`src/rtl/mdu_pkg.sv`:
```
// mdu_pkg: operation codes, write-back/instruction-type tags and FSM state type
// shared by the multiply/divide unit, the decoder and the stall controller.
// Pure declarations; no logic.
package mdu_pkg;

  // MDU operation codes carried from decode to the E stage
  localparam logic [3:0] MDU_NONE  = 4'd0;
  localparam logic [3:0] MDU_MULT  = 4'd1;
  localparam logic [3:0] MDU_MULTU = 4'd2;
  localparam logic [3:0] MDU_DIV   = 4'd3;
  localparam logic [3:0] MDU_DIVU  = 4'd4;
  localparam logic [3:0] MDU_MTHI  = 4'd5;
  localparam logic [3:0] MDU_MTLO  = 4'd6;
  localparam logic [3:0] MDU_MFHI  = 4'd7;
  localparam logic [3:0] MDU_MFLO  = 4'd8;

  // Write-back source selecting the MDU read result (mfhi/mflo) in W
  localparam logic [2:0] REGWR_MDU = 3'd4;

  // Instruction class used by the stall controller for HI/LO-dependent ops
  localparam logic [3:0] INSTR_MDU = 4'd7;

  // Control state of the unit
  typedef enum logic {
    ST_IDLE = 1'b0,
    ST_RUN  = 1'b1
  } mdu_state_t;

  function automatic logic is_mul_op(input logic [3:0] op);
    return (op == MDU_MULT) || (op == MDU_MULTU);
  endfunction

  function automatic logic is_div_op(input logic [3:0] op);
    return (op == MDU_DIV) || (op == MDU_DIVU);
  endfunction

endpackage

```
`src/rtl/mdu_arith.sv`:
```
// mdu_arith: combinational 64-bit multiply/divide result from the latched op/operands.
// Latency: zero (pure combinational); the owning FSM decides when to commit.
// Divider present only when MDU_DIV_EN is defined; otherwise div/divu never commit.
module mdu_arith
  import mdu_pkg::*;
(
  input  logic [3:0]  op,
  input  logic [31:0] a,
  input  logic [31:0] b,
  output logic [63:0] result,
  output logic        commit,
  output logic        div_en
);

  logic        mul_signed;
  logic [63:0] mul_a;
  logic [63:0] mul_b;
  logic [63:0] product;

  // One shared 64-bit multiplier; sign extension picks mult vs multu
  always_comb begin
    mul_signed = (op == MDU_MULT);
    mul_a      = mul_signed ? {{32{a[31]}}, a} : {32'h0, a};
    mul_b      = mul_signed ? {{32{b[31]}}, b} : {32'h0, b};
    product    = mul_a * mul_b;
  end

`ifdef MDU_DIV_EN
  logic        div_signed;
  logic        a_neg;
  logic        b_neg;
  logic [31:0] dvd;
  logic [31:0] dvs;
  logic [31:0] q_mag;
  logic [31:0] r_mag;
  logic [31:0] quot;
  logic [31:0] rem;

  // Divide magnitudes with one unsigned divider, then restore signs:
  // quotient truncates toward zero, remainder follows the dividend.
  // 0x80000000 / -1 falls out naturally as 0x80000000 rem 0.
  always_comb begin
    div_signed = (op == MDU_DIV);
    a_neg      = div_signed & a[31];
    b_neg      = div_signed & b[31];
    dvd        = a_neg ? (~a + 32'd1) : a;
    dvs        = b_neg ? (~b + 32'd1) : b;
    // A zero divisor never commits; substitute 1 so the divider stays defined
    if (dvs == 32'h0) dvs = 32'd1;
    q_mag      = dvd / dvs;
    r_mag      = dvd % dvs;
    quot       = (a_neg ^ b_neg) ? (~q_mag + 32'd1) : q_mag;
    rem        = a_neg ? (~r_mag + 32'd1) : r_mag;
  end

  assign div_en = 1'b1;
`else
  assign div_en = 1'b0;
`endif

  // Result select and commit qualification (divide by zero leaves HI/LO alone)
  always_comb begin
    result = product;
    commit = is_mul_op(op);
`ifdef MDU_DIV_EN
    if (is_div_op(op)) begin
      result = {rem, quot};
      commit = (b != 32'h0);
    end
`endif
  end

endmodule

```
`src/rtl/mdu.sv`:
```
// mdu: multi-cycle multiply/divide unit with private HI/LO for the E stage.
// Latency: mult MULT_CYCLES, div DIV_CYCLES busy cycles; mthi/mtlo 1 edge; rd_data combinational.
// No handshake: start while busy is ignored; stall control holds dependants on busy.
// Optional divider enabled by defining MDU_DIV_EN.
module mdu
  import mdu_pkg::*;
#(
  parameter int MULT_CYCLES = 5,
  parameter int DIV_CYCLES  = 10
) (
  input  logic        clk,
  input  logic        reset,
  input  logic        start,
  input  logic [3:0]  op,
  input  logic [31:0] a,
  input  logic [31:0] b,
  output logic        busy,
  output logic [31:0] hi,
  output logic [31:0] lo,
  output logic [31:0] rd_data
);

  localparam int MAXC = (MULT_CYCLES > DIV_CYCLES) ? MULT_CYCLES : DIV_CYCLES;
  localparam int CW   = $clog2(MAXC + 1);

  mdu_state_t  state;
  mdu_state_t  state_nx;
  logic [CW-1:0] cnt;
  logic [CW-1:0] cnt_nx;
  logic        load;
  logic        finish;
  logic        issue_mul;
  logic        issue_div;
  logic [3:0]  lat_op;
  logic [31:0] lat_a;
  logic [31:0] lat_b;
  logic [63:0] arith_res;
  logic        arith_wr;
  logic        div_en;

  mdu_arith u_arith (
    .op     (lat_op),
    .a      (lat_a),
    .b      (lat_b),
    .result (arith_res),
    .commit (arith_wr),
    .div_en (div_en)
  );

  // Decode which long operations can start this cycle
  always_comb begin
    issue_mul = start && is_mul_op(op);
    issue_div = start && div_en && is_div_op(op);
  end

  // Next-state: load the counter on issue, count down in RUN, finish on 1->0
  always_comb begin
    state_nx = state;
    cnt_nx   = cnt;
    load     = 1'b0;
    finish   = 1'b0;
    unique case (state)
      ST_IDLE: begin
        if (issue_mul || issue_div) begin
          load     = 1'b1;
          state_nx = ST_RUN;
          cnt_nx   = issue_mul ? CW'(MULT_CYCLES) : CW'(DIV_CYCLES);
        end
      end
      ST_RUN: begin
        cnt_nx = cnt - CW'(1);
        if (cnt == CW'(1)) begin
          finish   = 1'b1;
          state_nx = ST_IDLE;
        end
      end
      default: state_nx = ST_IDLE;
    endcase
  end

  // State and counter registers
  always_ff @(posedge clk) begin
    if (reset) begin
      state <= ST_IDLE;
      cnt   <= '0;
    end else begin
      state <= state_nx;
      cnt   <= cnt_nx;
    end
  end

  // Capture op and operands at issue so the forwarding path may change freely
  always_ff @(posedge clk) begin
    if (reset) begin
      lat_op <= MDU_NONE;
      lat_a  <= '0;
      lat_b  <= '0;
    end else if (load) begin
      lat_op <= op;
      lat_a  <= a;
      lat_b  <= b;
    end
  end

  // HI/LO: commit at end of a long op, or direct moves while idle
  always_ff @(posedge clk) begin
    if (reset) begin
      hi <= '0;
      lo <= '0;
    end else if (finish) begin
      if (arith_wr) begin
        hi <= arith_res[63:32];
        lo <= arith_res[31:0];
      end
    end else if (state == ST_IDLE && start) begin
      if (op == MDU_MTHI) hi <= a;
      if (op == MDU_MTLO) lo <= a;
    end
  end

  // Outputs: busy flag and zero-latency HI/LO read port
  always_comb begin
    busy = (state == ST_RUN);
    unique case (op)
      MDU_MFHI: rd_data = hi;
      MDU_MFLO: rd_data = lo;
      default:  rd_data = 32'h0;
    endcase
  end

endmodule

```
`config.mk`:
```
export PLATFORM = sky130hd
export DESIGN_NAME = mdu
export DESIGN_NICKNAME = d
export VERILOG_FILES = /design/src/rtl/mdu_pkg.sv /design/src/rtl/mdu_arith.sv /design/src/rtl/mdu.sv
export SDC_FILE = /design/constraint.sdc
export NUM_CORES = 2
export LEC_CHECK = 0
export ABC_AREA = 1
export BUFFER_PORTS_ARGS = -buffer_cell sky130_fd_sc_hd__buf_4
export CAP_MARGIN = 15
export CORE_ASPECT_RATIO = 0.5
export CORE_MARGIN = 2
export CORE_UTILIZATION = 60
export DETAILED_ROUTE_END_ITERATION = 8
export GPL_TIMING_DRIVEN = 0
export PLACE_DENSITY = 0.75
export SLEW_MARGIN = 25
export SYNTH_ARGS = -nofsm -noshare
export SYNTH_HDL_FRONTEND = slang
export SYNTH_SLANG_ARGS = --single-unit
```
`constraint.sdc`:
```
create_clock -name clk -period 18.65 [get_ports clk]
set_input_delay 0.9325 -clock clk [delete_from_list [all_inputs] [get_ports clk]]
set_output_delay 0.9325 -clock clk [all_outputs]
set_load 0.05 [all_outputs]
```
Word-level counts from Yosys, hierarchy flattened
Index checks and enable logic that the tools add are counted.

Register bits after elaboration: 137. Input bits: 71. Output and inout bits: 97. Logic and storage cells: 49.

Add/sub/neg operators: 1. Multiply operators: 1. Equal/unequal tests: 11. Muxes and demuxes: 19. Bitwise logic cells: 1. Reduce and logical (&&, ||, !) cells: 9.

Operator list (number): $mux 32 (8); $mux 64 (2); $mul 64x64->64 (1); $pmux 32 s2 (1); $eq 4x1->1 const B (3); $eq 4x3->1 const B (3); $eq 4x2->1 const B (2); $pmux 4 s2 (1); $reduce_and 3->1 (2); $reduce_bool 2->1 (3); $mux 1 (5); $eq 4x4->1 const B (1); $mux 4 (1); $sub 4x1->4 const B (1); $logic_and 1x1->1 (2); $logic_or 1x1->1 (2); $ne 2x1->1 const B (1); $ne 2x2->1 const B (1); $pmux 1 s2 (1); $not 1->1 (1).

Logic depth before layout (Yosys ltp)
Depth after elaboration: 5. Gate-level depth with buffers: 43. Gate-level depth less buffers: 42.

Modules after synthesis
From an unflattened synthesis, not the netlist that was laid out.

Cell total of the unflattened synthesis: 6912. Area, all modules: 55764.7 um^2.

By module, submodules not included: mdu_arith (times used 1, cells an instance 5854, area an instance 48841.8 um^2, sequential area each 0.0 um^2); mdu (times used 1, cells an instance 1058, area an instance 6922.9 um^2, sequential area each 2742.6 um^2).

Worst setup path before layout
No wires, ideal clock.

Kind: register to register. From: register lat_op[1]. To: register hi[31]. Setup time: 120 ps. Data arrival time: 8898 ps. Data required time: 18530 ps. Setup slack: 9632 ps. Stages on the path, launching flop included: 36. Buffers on the path: 3. Period minus slack after synthesis: 9018 ps. Cell sequence: dfxtp_1 nor2_4 nand2_2 buf_2 buf_2 buf_1 nor2_1 fa_1 inv_1 fa_1 inv_1 fa_1 inv_1 fa_1 inv_1 fa_1 fa_1 fa_1 inv_1 fa_1 inv_1 fa_1 inv_1 fa_1 inv_1 ha_1 a21oi_1 nor3_1 nor3b_1 o21ai_0 nor2_1 o21ai_0 a21oi_1 nand3_1 nand3_1 a21oi_1.

Cells in the longest elaborated chain, start to end: 5. Elaborated cells between the ends (all ways): 10. Those cells by class: mul: 1; eq/ne: 3; mux: 4; reduce/logical: 2.

Ends and longest elaborated chain: start: declaration (line mdu.sv:34) `logic [3:0] lat_op;`; start signal: assignment (line mdu.sv:99) `lat_op <= op;`; $eq 4x1->1 (line mdu_pkg.sv:30, mdu_arith.sv:22); $mux 64, on equally long branches (line mdu_arith.sv:23, mdu_arith.sv:24); $mul 64x64->64 (line mdu_arith.sv:25) `product = mul_a * mul_b;`; $mux 32 (line mdu.sv:111) `if (arith_wr) begin`; $mux 32 (line mdu.sv:110) `end else if (finish) begin`; end signal: assignment (line mdu.sv:112) `hi <= arith_res[63:32];`; end: declaration (line mdu.sv:18) `output logic [31:0] hi,`.

Several ways; a longest one is shown, not always the timed one. The select of a mux whose other input is x is not followed. A chain may end at the register's enable or synchronous reset.

Final worst setup path
From: register lat_op[2]. To: register hi[14].

The elaborated chain is that of the path after synthesis.

==> summary.md <==
| Metric | Value |
|---|---|
| Status | `complete, no violations` |
| Total gr overflow | `0` |
| IO Port Bufs | `167` |
| Residual DRC | `0` |
| Syn Inst Count | `roughly 6800` |
| Post-DP HPWL | `about 180 mm` |
| Placer Congestion | `1.050` |
| WL/cell | `around 26 um` |
| Synthesized flop and latch total | `~140` |
| Clk_skew | `between 0.03 and 0.04 ns` |
| Most numerous cell on the critical path | `fa_1` |
| Share of layout cells above drive strength 1 | `0.05172` |
| Core Footprint | `a little over 90000 sq um` |
| Crit share post-route | `0.6522` |
| Worst-Skew Late Latency | `between 0.5 and 0.6 ns` |
| First-pass GRT wire length | `just over 300 mm` |
| CTS resizes | `0` |
| Clock Tree Buf Depth | `2` |
| Yosys cell types | `between 50 and 60` |
| Yosys top cell area share | `0.5149` |
| Initial DRC count | `roughly 6300` |
| Fin crit period | `~12 ns` |
| Die X | `about 430 um` |
| Initial antenna violation count | `28` |
| Most area-consuming cells after synthesis | `fa_1, inv_1, nand2_1, ha_1, dfxtp_1` |
| Worst setup margin | `between 6 and 7 ns` |
| Fin nets | `between 8000 and 9000` |
| Top post-synthesis cells by count | `inv_1, fa_1, nand2_1` |
| WL final | `between 200 and 250 mm` |
| CTS clock-pin slew for the worst setup and hold paths | `~0.07 ns` |
| Post-synth top flop | `dfxtp_1` |
| Largest net degree at the start of global routing | `33` |
| I/O Pins | `around 170` |
| Area delta synth->final | `6.500%` |
| DIE AREA | `approximately 95000 sq um` |
| Area leader, netlist | `fa_1` |
| Fin Setup TNS | `0 ns` |
| Fin. max-slew vios | `0` |
| PD cells | `19.00 nW/um^2` |
| Sequential area share after synthesis | `0.04971` |
| WP data required | `~19 ns` |
| TritonCTS Buffers | `17` |
| Pre-CTS WS | `just over 7 ns` |
| Vias | `around 47000` |
| Vias in the first global route | `around 47000` |
| 1st-pass router iterations | `6` |
| Clock Tree Root | `clkbuf_16` |
| Synth Cell Area | `about 55000 sq um` |
| Max stage delay on crit path | `0.93 ns` |
| Synth warn | `0` |
| WS Path Type | `flip-flop to flip-flop` |
| CP top delay family | `adder cells` |
| Hold Path Class | `flip-flop to flip-flop` |
| Async SR Flop Fraction | `0` |
| TritonCTS clock tree | `yes` |
| Post-CTS setup buffers | `0` |
| Crit-path slowest cell | `buf_1` |
| Num Clock Sinks | `between 100 and 150` |
| Count leader, synth | `inv_1` |
| Worst path bufs/invs | `11` |
| Final setup fails | `0` |
| Die H | `approximately 220 um` |
| GRT Total Usage | `0.4695` |
| Mapped Avg Cell Area | `~8.1 sq um` |
| CP Max Fanout | `10` |
| Startpoint types | `flip-flop` |
| Hold_buf cts | `0` |
| Starting Density | `0.6072` |
| Fmax | `just over 80 MHz` |
| Net count after synthesis | `around 8600` |
| Worst slew pin tran | `around 1.3 ns` |
| Antenna-violating nets left | `0` |
| Nature of the critical path endpoint | `flip-flop` |
| RSZ-0062 raised after global routing | `no` |
| Final hold violation count | `0` |
| Worst EP arrival | `12.54 ns` |
| Via density | `about 5.6` |
| Peak VDD IR | `0.05359 mV` |
| Max-slew headroom | `0.1476` |
| H-tree depth | `4` |
| Number of flops mapped to enable cells by yosys | `0` |
| Leakage | `roughly 33 nW` |
| Max Cap Viol | `0` |
| Site row count | `78` |
per-stage QoR:
| step | instance area [sq um] | utilization | instances | power (mW) | hold WS [ns] |
|---|---|---|---|---|---|
| floorplan | 55170 | - | 6836 | 0.5200 | 0.4545 |
| global placement | 57980 | 0.6381 | 8243 | 0.6956 | 0.4609 |
| detailed placement | 58030 | 0.6387 | 8244 | 0.6994 | 0.4676 |
| CTS | 58660 | 0.6457 | 8276 | 1.090 | 0.4770 |
| global route | 58720 | 0.6463 | 8281 | 1.142 | 0.5048 |
| finish | 58760 | 0.6467 | 8295 | 1.117 | 0.4809 |
cell usage in the layout (no fill, tap or decap), types with 7 or more instances in the layout:
master / instances
inv_1: 2126
fa_1: 1419
nand2_1: 1374
nor2_1: 367
ha_1: 310
clkbuf_1: 243
o21ai_0: 229
a21oi_1: 172
buf_4: 167
nand3_1: 141
dfxtp_1: 137
clkbuf_2: 47
a31oi_1: 31
buf_2: 22
nand4_1: 19
or2_2: 18
diode_2: 17
inv_2: 17
clkbuf_16: 17
o21bai_1: 15
nand2_2: 14
nor3_1: 12
xor2_1: 12
nor2_2: 11
nand3b_1: 11
buf_1: 9
a21oi_2: 7
nand3_2: 7
a221oi_1: 7
final timing paths:
kind	endpoint	depth (start not counted)	start	slack, ns
hold reg to reg	lat_op[3]$_SDFFE_PP0P_	2	lat_op[3]$_SDFFE_PP0P_	0.48
hold / removal	lat_op[3]$_SDFFE_PP0P_	2	lat_op[3]$_SDFFE_PP0P_	0.48
setup reg to reg	hi[14]$_SDFFE_PP0P_	34	lat_op[2]$_SDFFE_PP0P_	6.49
setup / recovery	hi[14]$_SDFFE_PP0P_	34	lat_op[2]$_SDFFE_PP0P_	6.49
final cells by class:
class | instances | area, sq um
inverter | 2144 | 8050
clock inverter | 13 | 178.9
multi-input combinational | 4234 | 43160
timing repair buffer | 170 | 1291
tap | 1240 | 1551
antenna | 17 | 42.54
sequential | 137 | 2743
clock buffer | 19 | 452.9
buffer | 321 | 1291
fill | 8256 | 32100
state kept, by name, indices dropped and copies added (netlist names):
name and flops:
busy 1, lat_b 32, lat_op 4, lo 32
lat_a 32, hi 32, cnt 4
routing by layer:
| metal | vias to the layer above | track usage | share of wire |
|---|---|---|---|
| li1 | 19641 | - | - |
| met5 | - | 0 | 0.0014 |
| met3 | 520 | 0.1926 | 0.16 |
| met2 | 3189 | 0.6495 | 0.40 |
| met4 | 16 | 0.1935 | 0.047 |
| met1 | 23489 | 0.6526 | 0.39 |
where the power goes:
group / switching (mW) / internal [mW]
Combinational: 0.307 / 0.103
Sequential: 0.00692 / 0.302
Clock: 0.176 / 0.221
Total: 0.490 / 0.627
worst min-delay path, stage by stage (launching register included):
cell,delay [ns]
dfxtp_1,0.34
nand2_1,0.07
nor2_1,0.04
cell families (layout without fill, tap and decap cells):
kind of cell	Yosys count	after routing	synth area share
adder cells (fa/ha/maj)	1729	1729	0.5852
XOR/XNOR	14	14	0.002223
buffers and inverters	2465	2667	0.1683
AO/OA/AOI/OAI	498	498	0.04944
other	0	17	0
flip-flops	137	137	0.04971
AND/OR/NAND/NOR	1993	1993	0.1452
Note: power is estimated with default switching activity, not from simulation.
